### src/rtl/usb_ep_pkg.sv
// Shared definitions for the USB endpoint FIFO: default depth, pointer width
// helper, configuration word field positions and IN packet FSM states.
package usb_ep_pkg;

   // Default FIFO depth in bytes (power of two, at most 64).
   localparam int unsigned EP_DEPTH_DEFAULT = 64;

   // Endpoint configuration word layout.
   localparam int unsigned EP_CFG_W       = 14;
   localparam int unsigned EP_CFG_DIR     = 13;  // 1 = IN, 0 = OUT
   localparam int unsigned EP_CFG_MPS_MSB = 6;
   localparam int unsigned EP_CFG_MPS_LSB = 0;

   // Width of occupancy, packet length and packet down-counter.
   localparam int unsigned EP_CNT_W = 7;

   // Read/write pointer width for a power-of-two depth; never below one bit.
   function automatic int unsigned ep_ptr_w(input int unsigned depth);
      return (depth < 2) ? 32'd1 : 32'($clog2(depth));
   endfunction

   // IN packet handshake toward the USB core.
   typedef enum logic [1:0] {
      PKT_IDLE  = 2'd0,   // no packet committed
      PKT_READY = 2'd1,   // packet committed, waiting for the first core pop
      PKT_XFER  = 2'd2    // core is draining the committed packet
   } pkt_state_e;

endpackage

### src/rtl/usb_ep_ram.sv
// Endpoint byte storage: DEPTH x 8 array, write registered on the rising
// clock edge, read combinational so the FIFO head falls through.
module usb_ep_ram
   import usb_ep_pkg::*;
#(
   parameter int unsigned DEPTH = EP_DEPTH_DEFAULT,
   parameter int unsigned AW    = ep_ptr_w(DEPTH)
) (
   input  logic          clk,
   input  logic          we,
   input  logic [AW-1:0] waddr,
   input  logic [7:0]    wdata,
   input  logic [AW-1:0] raddr,
   output logic [7:0]    rdata
);

   logic [7:0] mem_q [DEPTH];

   // Byte write at the clock edge.
   // NOTE: the array has no reset; contents are only meaningful behind the
   // FIFO's own count, and a reset term would stop it mapping onto RAM cells.
   always_ff @(posedge clk) begin
      if (we) begin
         mem_q[waddr] <= wdata;
      end
   end

   // Asynchronous read of the current head location.
   always_comb begin
      rdata = mem_q[raddr];
   end

endmodule

### src/rtl/usb_ep_fifo.sv
// USB endpoint FIFO. One byte FIFO shared by both transfer directions:
//   IN  (cfg_i[13]=1): function pushes, core pops in committed packets.
//   OUT (cfg_i[13]=0): core pushes, function pops.
// A small FSM frames IN data into packets for the core; flush or a change of
// direction empties the FIFO and abandons any packet in one cycle.
module usb_ep_fifo
   import usb_ep_pkg::*;
#(
   parameter int unsigned DEPTH = EP_DEPTH_DEFAULT
) (
   input  logic                clk,
   input  logic                rst,
   input  logic [EP_CFG_W-1:0] cfg_i,
   output logic [EP_CFG_W-1:0] ep_cfg,
   output logic [7:0]          ep_din,
   input  logic                ep_re,
   input  logic [7:0]          ep_dout,
   input  logic                ep_we,
   output logic                ep_empty,
   output logic                ep_full,
   output logic                ep_bf_en,
   output logic [EP_CNT_W-1:0] ep_bf_size,
   input  logic [7:0]          f_wdata,
   input  logic                f_we,
   input  logic                f_eop,
   output logic [7:0]          f_rdata,
   input  logic                f_re,
   output logic [EP_CNT_W-1:0] f_count,
   input  logic                flush,
   output logic                err_ovf,
   output logic                err_udf
);

   localparam int unsigned         AW        = ep_ptr_w(DEPTH);
   localparam logic [EP_CNT_W-1:0] DEPTH_CNT = EP_CNT_W'(DEPTH);

   // Registered state.
   logic [EP_CFG_W-1:0] cfg_q,      cfg_d;
   logic [AW-1:0]       wr_ptr_q,   wr_ptr_d;
   logic [AW-1:0]       rd_ptr_q,   rd_ptr_d;
   logic [EP_CNT_W-1:0] count_q,    count_d;
   logic                err_ovf_q,  err_ovf_d;
   logic                err_udf_q,  err_udf_d;
   pkt_state_e          state_q,    state_d;
   logic [EP_CNT_W-1:0] pkt_len_q,  pkt_len_d;
   logic [EP_CNT_W-1:0] down_q,     down_d;
   logic                eop_pend_q, eop_pend_d;

   // Combinational steering and handshake terms.
   logic                dir_in;
   logic                clr;
   logic [EP_CNT_W-1:0] mps;
   logic                push_req;
   logic [7:0]          push_data;
   logic                pop_raw;
   logic                zlp_ack;
   logic                pop_req;
   logic                empty;
   logic                full;
   logic                do_push;
   logic                do_pop;
   logic [7:0]          head;
   logic                pkt_done;
   logic                commit_ok;
   logic [EP_CNT_W-1:0] commit_len;

   // Route strobes from whichever side is active for the current direction.
   // A core pop that acknowledges a zero-length packet moves no data.
   always_comb begin
      dir_in    = cfg_i[EP_CFG_DIR];
      clr       = flush | (cfg_i[EP_CFG_DIR] ^ cfg_q[EP_CFG_DIR]);
      mps       = cfg_i[EP_CFG_MPS_MSB:EP_CFG_MPS_LSB];
      push_req  = dir_in ? f_we    : ep_we;
      push_data = dir_in ? f_wdata : ep_dout;
      pop_raw   = dir_in ? ep_re   : f_re;
      zlp_ack   = dir_in & ep_re & (state_q == PKT_READY) & (pkt_len_q == '0);
      pop_req   = pop_raw & ~zlp_ack;
   end

   // FIFO datapath: accept/reject pushes and pops, advance pointers and count.
   // A pop on full always makes room for a same-cycle push; a push on empty
   // supplies nothing to a same-cycle pop, so only the push takes effect.
   // NOTE: every signal written here is assigned before any branch, so no
   // path leaves a value held and no latch is inferred.
   always_comb begin
      cfg_d     = cfg_i;
      empty     = (count_q == '0);
      full      = (count_q == DEPTH_CNT);
      do_pop    = pop_req & ~empty;
      do_push   = push_req & (~full | do_pop);
      err_ovf_d = push_req & full & ~pop_req;
      err_udf_d = pop_req & empty & ~push_req;
      wr_ptr_d  = wr_ptr_q + AW'(do_push);
      rd_ptr_d  = rd_ptr_q + AW'(do_pop);
      count_d   = count_q + EP_CNT_W'(do_push) - EP_CNT_W'(do_pop);
      if (clr) begin
         do_push   = 1'b0;
         do_pop    = 1'b0;
         err_ovf_d = 1'b0;
         err_udf_d = 1'b0;
         wr_ptr_d  = '0;
         rd_ptr_d  = '0;
         count_d   = '0;
      end
   end

   // IN packet framing. Bytes not yet in a committed packet are "pending";
   // whenever no packet is outstanding (IDLE, or the cycle the last byte of
   // one leaves) pending equals next-cycle occupancy, so count_d decides the
   // commit. An f_eop seen while a packet is busy is remembered for later.
   always_comb begin
      state_d    = state_q;
      pkt_len_d  = pkt_len_q;
      down_d     = down_q;
      eop_pend_d = eop_pend_q;
      pkt_done   = 1'b0;
      commit_ok  = f_eop | eop_pend_q | (count_d >= mps);
      commit_len = (count_d < mps) ? count_d : mps;

      unique case (state_q)
         PKT_IDLE: begin
         end
         PKT_READY: begin
            if (ep_re) begin
               if (pkt_len_q <= EP_CNT_W'(1)) begin
                  pkt_done = 1'b1;
               end else begin
                  state_d = PKT_XFER;
                  down_d  = pkt_len_q - EP_CNT_W'(1);
               end
            end
         end
         PKT_XFER: begin
            if (ep_re) begin
               down_d = down_q - EP_CNT_W'(1);
               if (down_q == EP_CNT_W'(1)) begin
                  pkt_done = 1'b1;
               end
            end
         end
         default: begin
            state_d = PKT_IDLE;
         end
      endcase

      if ((state_q == PKT_IDLE) || pkt_done) begin
         if (commit_ok) begin
            state_d    = PKT_READY;
            pkt_len_d  = commit_len;
            down_d     = '0;
            eop_pend_d = 1'b0;
         end else begin
            state_d   = PKT_IDLE;
            pkt_len_d = '0;
            down_d    = '0;
         end
      end else if (f_eop) begin
         eop_pend_d = 1'b1;
      end

      if (!dir_in || clr) begin
         state_d    = PKT_IDLE;
         pkt_len_d  = '0;
         down_d     = '0;
         eop_pend_d = 1'b0;
      end
   end

   // State registers; everything except the byte array clears on reset.
   // NOTE: non-blocking assignments here so every flop samples the values
   // computed before the edge, independent of statement order.
   always_ff @(posedge clk or posedge rst) begin
      if (rst) begin
         cfg_q      <= '0;
         wr_ptr_q   <= '0;
         rd_ptr_q   <= '0;
         count_q    <= '0;
         err_ovf_q  <= 1'b0;
         err_udf_q  <= 1'b0;
         state_q    <= PKT_IDLE;
         pkt_len_q  <= '0;
         down_q     <= '0;
         eop_pend_q <= 1'b0;
      end else begin
         cfg_q      <= cfg_d;
         wr_ptr_q   <= wr_ptr_d;
         rd_ptr_q   <= rd_ptr_d;
         count_q    <= count_d;
         err_ovf_q  <= err_ovf_d;
         err_udf_q  <= err_udf_d;
         state_q    <= state_d;
         pkt_len_q  <= pkt_len_d;
         down_q     <= down_d;
         eop_pend_q <= eop_pend_d;
      end
   end

   usb_ep_ram #(
      .DEPTH (DEPTH),
      .AW    (AW)
   ) u_ram (
      .clk   (clk),
      .we    (do_push),
      .waddr (wr_ptr_q),
      .wdata (push_data),
      .raddr (rd_ptr_q),
      .rdata (head)
   );

   // Output mapping; packet size reads zero whenever no packet is offered.
   always_comb begin
      ep_cfg     = cfg_q;
      ep_din     = head;
      f_rdata    = head;
      ep_empty   = empty;
      ep_full    = full;
      f_count    = count_q;
      ep_bf_en   = (state_q == PKT_READY);
      ep_bf_size = (state_q == PKT_READY) ? pkt_len_q : '0;
      err_ovf    = err_ovf_q;
      err_udf    = err_udf_q;
   end

endmodule

### config.mk
export PLATFORM = sky130hd
export DESIGN_NAME = usb_ep_fifo
export DESIGN_NICKNAME = d
export VERILOG_FILES = /design/src/rtl/usb_ep_pkg.sv /design/src/rtl/usb_ep_ram.sv /design/src/rtl/usb_ep_fifo.sv
export SDC_FILE = /design/constraint.sdc
export NUM_CORES = 1
export LEC_CHECK = 0
export CORE_MARGIN = 3
export CORE_UTILIZATION = 28
export CTS_CLUSTER_SIZE = 20
export DETAILED_ROUTE_END_ITERATION = 10
export HOLD_SLACK_MARGIN = 0.03
export PLACE_DENSITY = 0.56
export SLEW_MARGIN = 15
export SYNTH_ARGS = -nofsm -noshare
export SYNTH_HDL_FRONTEND = slang
export SYNTH_SLANG_ARGS = --single-unit
### constraint.sdc
create_clock -name clk -period 4.6 [get_ports clk]
set_clock_uncertainty 0.2 [all_clocks]
set_input_delay 0.46 -clock clk [delete_from_list [all_inputs] [get_ports clk]]
set_output_delay 0.46 -clock clk [all_outputs]
set_load 0.05 [all_outputs]
==> results of run 1 <==
==> metal layers <==
layer	up-vias	share of wire [%]	routed length, microns	GRT usage [%]
li1	5523	-	-	-
met1	6533	45	25100	18.2
met2	378	47	26100	20.7
met3	94	6.3	3550	2.96
met4	4	2.3	1300	3.40
met5	-	0.037	21	0
==> synthesized netlist by cell type, types with 11 or more instances <==
| master | instances |
|---|---|
| nor3_1 | 18 |
| nand3_1 | 23 |
| a22oi_1 | 42 |
| inv_1 | 28 |
| mux2_2 | 12 |
| nor2_1 | 100 |
| buf_4 | 13 |
| mux2i_1 | 51 |
| dfrtp_1 | 52 |
| o21ai_0 | 28 |
| nand2_1 | 29 |
| mux4_2 | 104 |
| a211oi_1 | 11 |
| edfxtp_1 | 512 |
| or3_1 | 16 |
| buf_2 | 27 |
| ha_1 | 27 |
| and2_1 | 15 |
| clkbuf_1 | 30 |
| nor2b_1 | 18 |
| a21oi_1 | 25 |
==> worst paths after layout <==
| kind | cells past startpoint | endpoint | slack, ns | start |
|---|---|---|---|---|
| min reg2reg | 2 | eop_pend_q$_DFFE_PP0P_ | 0.35 | eop_pend_q$_DFFE_PP0P_ |
| min in group asynchronous | 2 | ep_cfg[8]$_DFF_PP0_ | 0.12 | rst |
| max reg2reg | 18 | pkt_len_q[5]$_DFFE_PP0N_ | 0.13 | pkt_len_q[5]$_DFFE_PP0N_ |
| max | 18 | pkt_len_q[5]$_DFFE_PP0N_ | 0.13 | pkt_len_q[5]$_DFFE_PP0N_ |
| min | 1 | ep_cfg[9]$_DFF_PP0_ | 0.10 | cfg_i[9] |
| max in group asynchronous | 3 | rd_ptr_q[1]$_DFF_PP0_ | 3.26 | rst |
==> critical path, delay by kind of cell (launching register included) <==
family	cells	cell delay, ns
AOI/OAI and AO/OA	10	1.64
and+or+nand+nor	5	1.25
adders and majority gates	3	0.86
DFF	1	0.38
==> cell families after synthesis <==
family / Yosys count
simple gates: 259
fa+ha+maj: 28
buf+inv: 104
xor+xnor: 17
mux: 172
compound gates: 148
flops: 564
==> stage by stage <==
| stage | total power, mW | area (sq um) | hold WS [ns] |
|---|---|---|---|
| floorplan | 7.11 | 23200 | 0.265 |
| CTS | 12.6 | 27800 | 0.0548 |
| global route | 13.0 | 27900 | 0.0650 |
| finish | 12.5 | 27900 | 0.102 |
| detailed placement | 7.77 | 25800 | 0.321 |
| global placement | 7.75 | 25800 | 0.305 |
==> repair_timing <==
| action | in CTS | in global routing |
|---|---|---|
| pin swaps | 2 | 21 |
| gates resized for setup | 2 | 20 |
| buffers inserted | 2 | 13 |
| hold buffers | 0 | 0 |
| endpoints found under the setup margin | 18 | 20 |
==> where the power goes <==
| group | internal, mW | switching, mW | total [mW] |
|---|---|---|---|
| clock network | 2.86 | 1.95 | 4.81 |
| logic | 0.879 | 1.12 | 2.00 |
| registers | 5.67 | 0.0457 | 5.72 |
==> state kept, by name, summed over array words and instances, names as in the netlist <==
register,cells
down_q,7
eop_pend_q,1
ep_cfg,14
err_ovf,1
err_udf,1
f_count,7
pkt_len_q,7
rd_ptr_q,6
state_q,2
u_ram.mem_q,512
wr_ptr_q,6
==> area by class of cell <==
cell class | instances | area (sq um) | area share [%]
Sequential cell | 564 | 16700 | 59.8
Multi-Input combinational cell | 624 | 6020 | 21.6
Timing Repair Buffer | 201 | 1780 | 6.39
Clock buffer | 83 | 1660 | 5.93
Tap cell | 1060 | 1330 | 4.75
Clock inverter | 28 | 332 | 1.19
Inverter | 29 | 109 | 0.390
==> impl_metrics.toml, run 1 <==
[synthesis]
yosysWarnings = 0
synth-simple-area-share_pct = 5.73
yosys.area_share.adder_pct = 1.55
synth_mux_area_share_pct = 13.5
synth-main-ff-cell = "edfxtp_1"
synth_area_leader_cell = "edfxtp_1"
ys_seq_area_share_pct = 72.0
synth.cell_area_sq_um = 23200
netlist_top_cells_area = "edfxtp_1, mux4_2, dfrtp_1"
ys_types = 64
synthXorXnorAreaFrac_pct = 0.643
yosys.area.top_type_share_pct = 66.4
synth_nets = 1358
synth_compound_area_share_pct = 4.39
async_flop_share_pct = 9.22
synth_top_family_by_area = "multiplexers"
syn_area_per_cell_sq_um = 17.9
syn_inst = 1292
synth_edf_count = 512
ys_seq_elements = 564

[global_route]
grt_start_max_net_pins = 65
grt_pass1_wl_mm = 84.9
grt_pass1_vias = 12900
grt_util_all_layers_pct = 13.1
antenna_found_initial = 4
overflow = 0

[worst_setup_path]
cp_slowest_cell = "or4_4"
start_kind = "flip-flop"
endpoint_kind = "flip-flop"
critPathMaxFanout = 8
required_ns = 4.87
max_stage_delay_ns = 0.59
crit_arrival_ns = 4.74
cp_cell_sequence = "or4_4 -> o31ai_4 -> nand2_1 -> nand2_2 -> o21ai_2 -> ha_2 -> fa_2 -> a211o_1 -> a31oi_1 -> o211ai_1 -> a31oi_1 -> ha_1 -> a21oi_2 -> o21ai_2 -> nor3_2 -> o21ai_1 -> nand4_1 -> a22oi_1"
crit_type = "reg2reg"

[clock_tree]
clock_latency_ns = 0.61
cts_buffers = 59
htreeDepth = 2
clk_pin_slew_worst_paths_ns = 0.06
cts_tree = "built"
root_buffer = "clkbuf_16"
cts_num_sinks = 564
cts.path.max_buffers = 3

[place]
dp_hpwl_mm = 37.0
dp_cells = 2463
portBuffers = 86
dp_worst_setup_slack_ns = -0.164
gp_congestion = 0.807

[route]
route.detailed.drc = 0
wl_per_cell_microns = 21.7
vias = 12500
drtIter0Drc = 1204
drtAntennaViolNets = 0
vias_per_cell = 4.84
drt-pass1-iter-count = 5
drt-total-wl_mm = 56.1

[sta]
setup-violations-final = 0
period_share_pct = 97.1
setup_ws_ns = 0.132
slew_violations = 0
worst_pin_slew_ns = 1.03
fmax_mhz = 224
finalHoldViolCount = 0
maxSlewHeadroom_pct = 31.3
setup_tns_ns = 0
rsz0062_at_grt = "yes"
period_needed_ns = 4.47

[min_path]
hold_class = "in2reg"

[finish]
most-common-layout-cells = "edfxtp_1, buf_4, mux4_2"
layout_commonest_cell = "edfxtp_1"
syn2layout_area_growth_pct = 20.6
fill_cells = 7729
post-route-util_pct = 34.4
nNetsFinal = 1545
stdcell_count = 2589
drive_gt1_share_pct = 23.8
antenna_cells = 0

[floorplanning]
die_x_microns = 294
initial_core_util_pct = 28.5
die_area_sq_um = 86200
coreArea_sq_um = 81200
die_h_microns = 294
io_pins = 87
placementRows = 104

[job]
maxCapViolCount = 0

[status]
status = "finished, final reports clean"

[power_and_ir_drop]
powerDensity_nw_per_um2 = 449
power_leakage_nw = 9.04
peakVddDrop_mv = 0.298
Note: power is estimated with default switching activity, not from simulation.
==> run 2, diff against run 1 <==
--- a/config.mk
+++ b/config.mk
@@ -7,10 +7,11 @@
 export LEC_CHECK = 0
 export CORE_MARGIN = 3
 export CORE_UTILIZATION = 28
+export CTS_CLUSTER_DIAMETER = 80
 export CTS_CLUSTER_SIZE = 20
 export DETAILED_ROUTE_END_ITERATION = 10
 export HOLD_SLACK_MARGIN = 0.03
-export PLACE_DENSITY = 0.56
+export PLACE_DENSITY = 0.55
 export SLEW_MARGIN = 15
 export SYNTH_ARGS = -nofsm -noshare
 export SYNTH_HDL_FRONTEND = slang
==> constraint.sdc (replaced) <==
create_clock -name clk -period 5.65 [get_ports clk]
set_clock_uncertainty 0.2 [all_clocks]
set_input_delay 0.565 -clock clk [delete_from_list [all_inputs] [get_ports clk]]
set_output_delay 0.565 -clock clk [all_outputs]
set_load 0.05 [all_outputs]
==> run 2 against run 1 <==
  * Clock power down 44%
  * Via count down 4.5%
  * Wire length down 1.6%
  * Register-to-register slack better by 0.63 ns
  * Hold slack better by 0.14 ns
  * Critical path depth down 10
  * Sequential power down 18%
  * First-iteration DRC count down 8.5%
  * Non-clock buffer count down 80
  * Utilization down 1.9 points
  * Design area down 5.5%
  * Highest routed layer unchanged
==> impl_metrics.toml, run 2 (synthesis results as in run 1) <==
[power_and_ir_drop]
peakVddDrop_mv = 0.267
p_int_mw = 6.49
p_comb_share_pct = 16.3
powerDensity_nw_per_um2 = 334
swShare_pct = 26.3
pwr-share-seq_pct = 53.0
clkPwrFrac_pct = 30.7
power_leakage_nw = 8.12
power.switching_mw = 2.32

[route]
vias_per_cell = 4.87
drt-pass1-iter-count = 5
wl_per_cell_microns = 22.5
vias = 12000
route.detailed.drc = 0
drtIter0Drc = 1102
drt-total-wl_mm = 55.2
drtAntennaViolNets = 0

[worst_setup_path]
required_ns = 4.89
critPathMaxFanout = 29
reg2reg_depth = 18
max_stage_delay_ns = 0.84
worstReg2RegStart = "pkt_len_q[2]$_DFFE_PP0N_"
crit_type = "reg2out"
crit_arrival_ns = 4.35
cp_slowest_cell = "dfrtp_4"
reg2reg_setup_slack_ns = 0.76
path_delay_family = "buffers and inverters"
cp_cell_sequence = "buf_12 -> buf_4 -> mux4_2 -> a22oi_1 -> o21ai_0 -> o22ai_1 -> a21oi_1 -> clkdlybuf4s50_1"
startpoint = "rd_ptr_q[0]$_DFF_PP0_"
start_kind = "flip-flop"
endpoint = "ep_din[4]"
path_buf_inv = 3
reg2reg_to = "pkt_len_q[0]$_DFFE_PP0N_"
endpoint_kind = "output pin"
cp.depth = 8

[sta]
worst_pin_slew_ns = 0.991
period_needed_ns = 5.12
period_share_pct = 90.6
maxSlewHeadroom_pct = 33.9
slew_violations = 0
setup-violations-final = 0
finalHoldViolCount = 0
rsz0062_at_grt = "no"
setup_tns_ns = 0
fmax_mhz = 195

[finish]
drive_gt1_share_pct = 15.2
top_register = "u_ram.mem_q"
nNetsFinal = 1442
postLayoutCellArea_sq_um = 26400
syn2layout_area_growth_pct = 13.9
largest_register_ffs = 512
fill_cells = 7809
layout_commonest_cell = "edfxtp_1"
most-common-layout-cells = "edfxtp_1, mux4_2, nor2_1"
antenna_cells = 0

[global_route]
grt_pass1_wl_mm = 82.5
grt_pass1_vias = 12200
antenna_found_initial = 1
overflow = 0
grt_start_max_net_pins = 65
grt_util_all_layers_pct = 12.8

[min_path]
min_from = "cfg_i[10]"
hold_class = "in2reg"

[floorplanning]
io_pins = 87
placementRows = 104
die_h_microns = 294
initial_core_util_pct = 28.5
die_x_microns = 294
coreArea_sq_um = 81200
die_area_sq_um = 86200

[place]
dp_hpwl_mm = 36.1
portBuffers = 86
gp_congestion = 0.798
placed_area_sq_um = 25300

[clock_tree]
cts_buffers = 36
ctsResizeCount = 0
cts_num_sinks = 564
cts.path.max_buffers = 3
clock_latency_ns = 0.57
cts_tree = "built"
root_buffer = "clkbuf_16"
clk_pin_slew_worst_paths_ns = 0.08
post_cts.repair.setup_buffers = 0
htreeDepth = 2

[status]
status = "finished, final reports clean"

[job]
maxCapViolCount = 0
==> run 2: how the worst min path moves through the flow <==
stage	cells past startpoint	end
after detailed placement	2	eop_pend_q$_DFFE_PP0P_
after CTS	1	ep_cfg[11]$_DFF_PP0_
after global routing	1	ep_cfg[12]$_DFF_PP0_
after global placement	2	eop_pend_q$_DFFE_PP0P_
after floorplan	2	eop_pend_q$_DFFE_PP0P_
final	1	ep_cfg[10]$_DFF_PP0_
==> run 2: routing by layer <==
metal	part of all wire [%]	track usage [%]
met4	1.8	2.91
met3	5.8	2.17
met2	46	20.2
met1	46	18.6
met5	0.036	0
==> run 2: layout make-up <==
| type | instances | area, sq um | share of cell area (%) |
|---|---|---|---|
| tap | 1060 | 1330 | 5.03 |
| sequential | 564 | 16700 | 63.3 |
| timing repair buffer | 121 | 1180 | 4.46 |
| multi-input combinational | 624 | 5970 | 22.6 |
| clock buffer | 52 | 971 | 3.68 |
| inverter | 29 | 109 | 0.413 |
| clock inverter | 8 | 135 | 0.512 |
==> run 2: repair_timing <==
action	CTS	global route
hold buffers	1	0
endpoints found under the hold margin	5	0
setup endpoints to repair	0	0
==> run 2: through the flow <==
step | hold WS (ns) | instances | setup WS, ns | total power [mW] | utilization [%]
6_report | 0.246 | 2458 | 0.531 | 8.81 | 32.5
5_1_grt | 0.228 | 2458 | 0.250 | 9.17 | 32.5
2_1_floorplan | 0.265 | 1292 | 0.290 | 5.77 | -
3_5_place_dp | 0.321 | 2397 | 0.507 | 6.22 | 31.1
4_1_cts | 0.206 | 2458 | 0.439 | 8.92 | 32.5
3_3_place_gp | 0.308 | 2397 | 0.620 | 6.21 | 31.1
==> run 2: power by group through the flow <==
stage	clock (mW)	sequential, mW	combinational, mW
after floorplan	0	4.78	0.992
after global placement	0	4.77	1.44
after detailed placement	0	4.77	1.46
after CTS	2.78	4.67	1.46
after global routing	2.93	4.68	1.56
final	2.70	4.67	1.44
==> run 3, diff against run 2 <==
--- a/config.mk
+++ b/config.mk
@@ -5,14 +5,16 @@
 export SDC_FILE = /design/constraint.sdc
 export NUM_CORES = 1
 export LEC_CHECK = 0
+export CAP_MARGIN = 30
 export CORE_MARGIN = 3
-export CORE_UTILIZATION = 28
+export CORE_UTILIZATION = 65
 export CTS_CLUSTER_DIAMETER = 80
 export CTS_CLUSTER_SIZE = 20
 export DETAILED_ROUTE_END_ITERATION = 10
 export HOLD_SLACK_MARGIN = 0.03
-export PLACE_DENSITY = 0.55
+export PLACE_DENSITY = 0.95
 export SLEW_MARGIN = 15
 export SYNTH_ARGS = -nofsm -noshare
 export SYNTH_HDL_FRONTEND = slang
 export SYNTH_SLANG_ARGS = --single-unit
+export TNS_END_PERCENT = 100
==> run 3 against run 2 <==
  * Critical path type unchanged
  * Sequential power barely moved
  * Wire length fell by 1.9%
  * Combinational power barely moved
  * Clock power fell by 10%
  * First-iteration DRC count rose by 72%
==> impl_metrics.toml, run 3 (synthesis results as in run 1) <==
[sta]
period_needed_ns = 5.19
setup_tns_ns = 0
worst_pin_slew_ns = 0.911
fmax_mhz = 193
period_share_pct = 91.8
setup-violations-final = 0
rsz0062_at_grt = "no"
slew_violations = 0
maxSlewHeadroom_pct = 39.0
finalHoldViolCount = 0

[global_route]
antenna_found_initial = 1
grt_pass1_vias = 13100
grt_pass1_wl_mm = 82.3
grt_util_all_layers_pct = 28.9
grt_start_max_net_pins = 65
overflow = 0

[clock_tree]
cts_tree = "built"
hold_buffers = 0
cts_num_sinks = 564
cts_buffers = 34
htreeDepth = 2
post_cts.repair.setup_buffers = 0
ctsResizeCount = 0
cts.path.max_buffers = 3
clock_latency_ns = 0.54
root_buffer = "clkbuf_16"
clk_pin_slew_worst_paths_ns = 0.08

[worst_setup_path]
crit_type = "reg2out"
startpoint = "rd_ptr_q[0]$_DFF_PP0_"
critPathMaxFanout = 45
crit_arrival_ns = 4.42
max_stage_delay_ns = 1.02
worstReg2RegStart = "pkt_len_q[2]$_DFFE_PP0N_"
required_ns = 4.89
cp_cell_sequence = "buf_12 -> buf_4 -> nor2b_1 -> a22oi_1 -> nand3_1 -> a41o_1 -> o21ai_0 -> clkdlybuf4s50_1"
endpoint_kind = "output pin"
cp_slowest_cell = "dfrtp_4"
start_kind = "flip-flop"

[route]
drtAntennaViolNets = 0
vias_per_cell = 7.05
vias = 13000
route.detailed.drc = 0
drt-total-wl_mm = 54.1
wl_per_cell_microns = 29.5
drtIter0Drc = 1898
drt-pass1-iter-count = 6

[place]
portBuffers = 86
dp_hpwl_mm = 33.9
placed_area_sq_um = 24500
gp_congestion = 0.895

[finish]
largest_register_ffs = 512
nNetsFinal = 1435
most-common-layout-cells = "edfxtp_1, mux4_2, nor2_1"
top_register = "u_ram.mem_q"
drive_gt1_share_pct = 14.6
layout_commonest_cell = "edfxtp_1"
syn2layout_area_growth_pct = 9.94
postLayoutCellArea_sq_um = 25500

[min_path]
min_from = "cfg_i[12]"
hold_class = "in2reg"

[floorplanning]
initial_core_util_pct = 66.5
die_x_microns = 195
die_area_sq_um = 37900
placementRows = 68
coreArea_sq_um = 34800
io_pins = 87
die_h_microns = 195

[power_and_ir_drop]
power_mw = 8.55
peakVddDrop_mv = 0.233
powerDensity_nw_per_um2 = 336
power_leakage_nw = 8.04

[status]
status = "finished, final reports clean"

[job]
maxCapViolCount = 0
-- run 3: changes by cell type in the layout (fill, tap and decap cells not counted), moves of 2 or more --
cell,previous run,this run
diode_2,0,2
inv_12,2,0
buf_12,4,6
clkbuf_1,15,10
clkinv_8,2,0
inv_6,1,3
buf_4,30,23
-- run 3: worst paths after layout --
kind | cells past startpoint | end | slack, ns
min | 1 | ep_cfg[12]$_DFF_PP0_ | 0.26
min in group asynchronous | 3 | ep_cfg[3]$_DFF_PP0_ | 0.34
min reg2reg | 2 | eop_pend_q$_DFFE_PP0P_ | 0.34
max | 8 | f_rdata[1] | 0.46
max in group asynchronous | 3 | rd_ptr_q[0]$_DFF_PP0_ | 4.38
max reg2reg | 18 | pkt_len_q[3]$_DFFE_PP0N_ | 0.60
-- run 3: final cells by class --
class	count	area, sq um
fillers	1898	9340
well taps	455	569
clock inverters	3	26.3
clock buffers	45	913
flip-flops and latches	564	16700
inverters	29	109
repair buffers	116	1180
multi-input cells	624	5970
diodes	2	5.00
-- run 3: stage by stage --
step                      instances  setup slack [ns]  utilization (%)  hold slack, ns
after floorplan                1292             0.290                -           0.265
after global placement         1782             0.634             70.1           0.300
after detailed placement       1787             0.487             70.4           0.309
after CTS                      1835             0.442             73.1           0.256
after global routing           1836             0.280             73.1           0.259
final                          1838             0.462             73.2           0.262
-- run 3: worst max-delay path: cells and delay by family, from the launching register on --
| kind | cells | cell delay, ns |
|---|---|---|
| flip-flops | 1 | 1.02 |
| AND/OR/NAND/NOR | 2 | 0.72 |
| AO/OA/AOI/OAI | 3 | 0.79 |
| buffers and inverters | 3 | 1.33 |
-- run 3: power by group --
group          switching (mW)  internal [mW]
registers              0.0767           4.61
clock network            1.28           1.14
logic                   0.843          0.600
total                    2.20           6.35
-- run 3: metal layers --
layer	routed length (microns)	part of all wire, %	GRT usage, %
met5	14	0.026	0
met4	2350	4.3	10.3
met2	26700	49	46.6
met1	19000	35	40.0
met3	6100	11	6.21
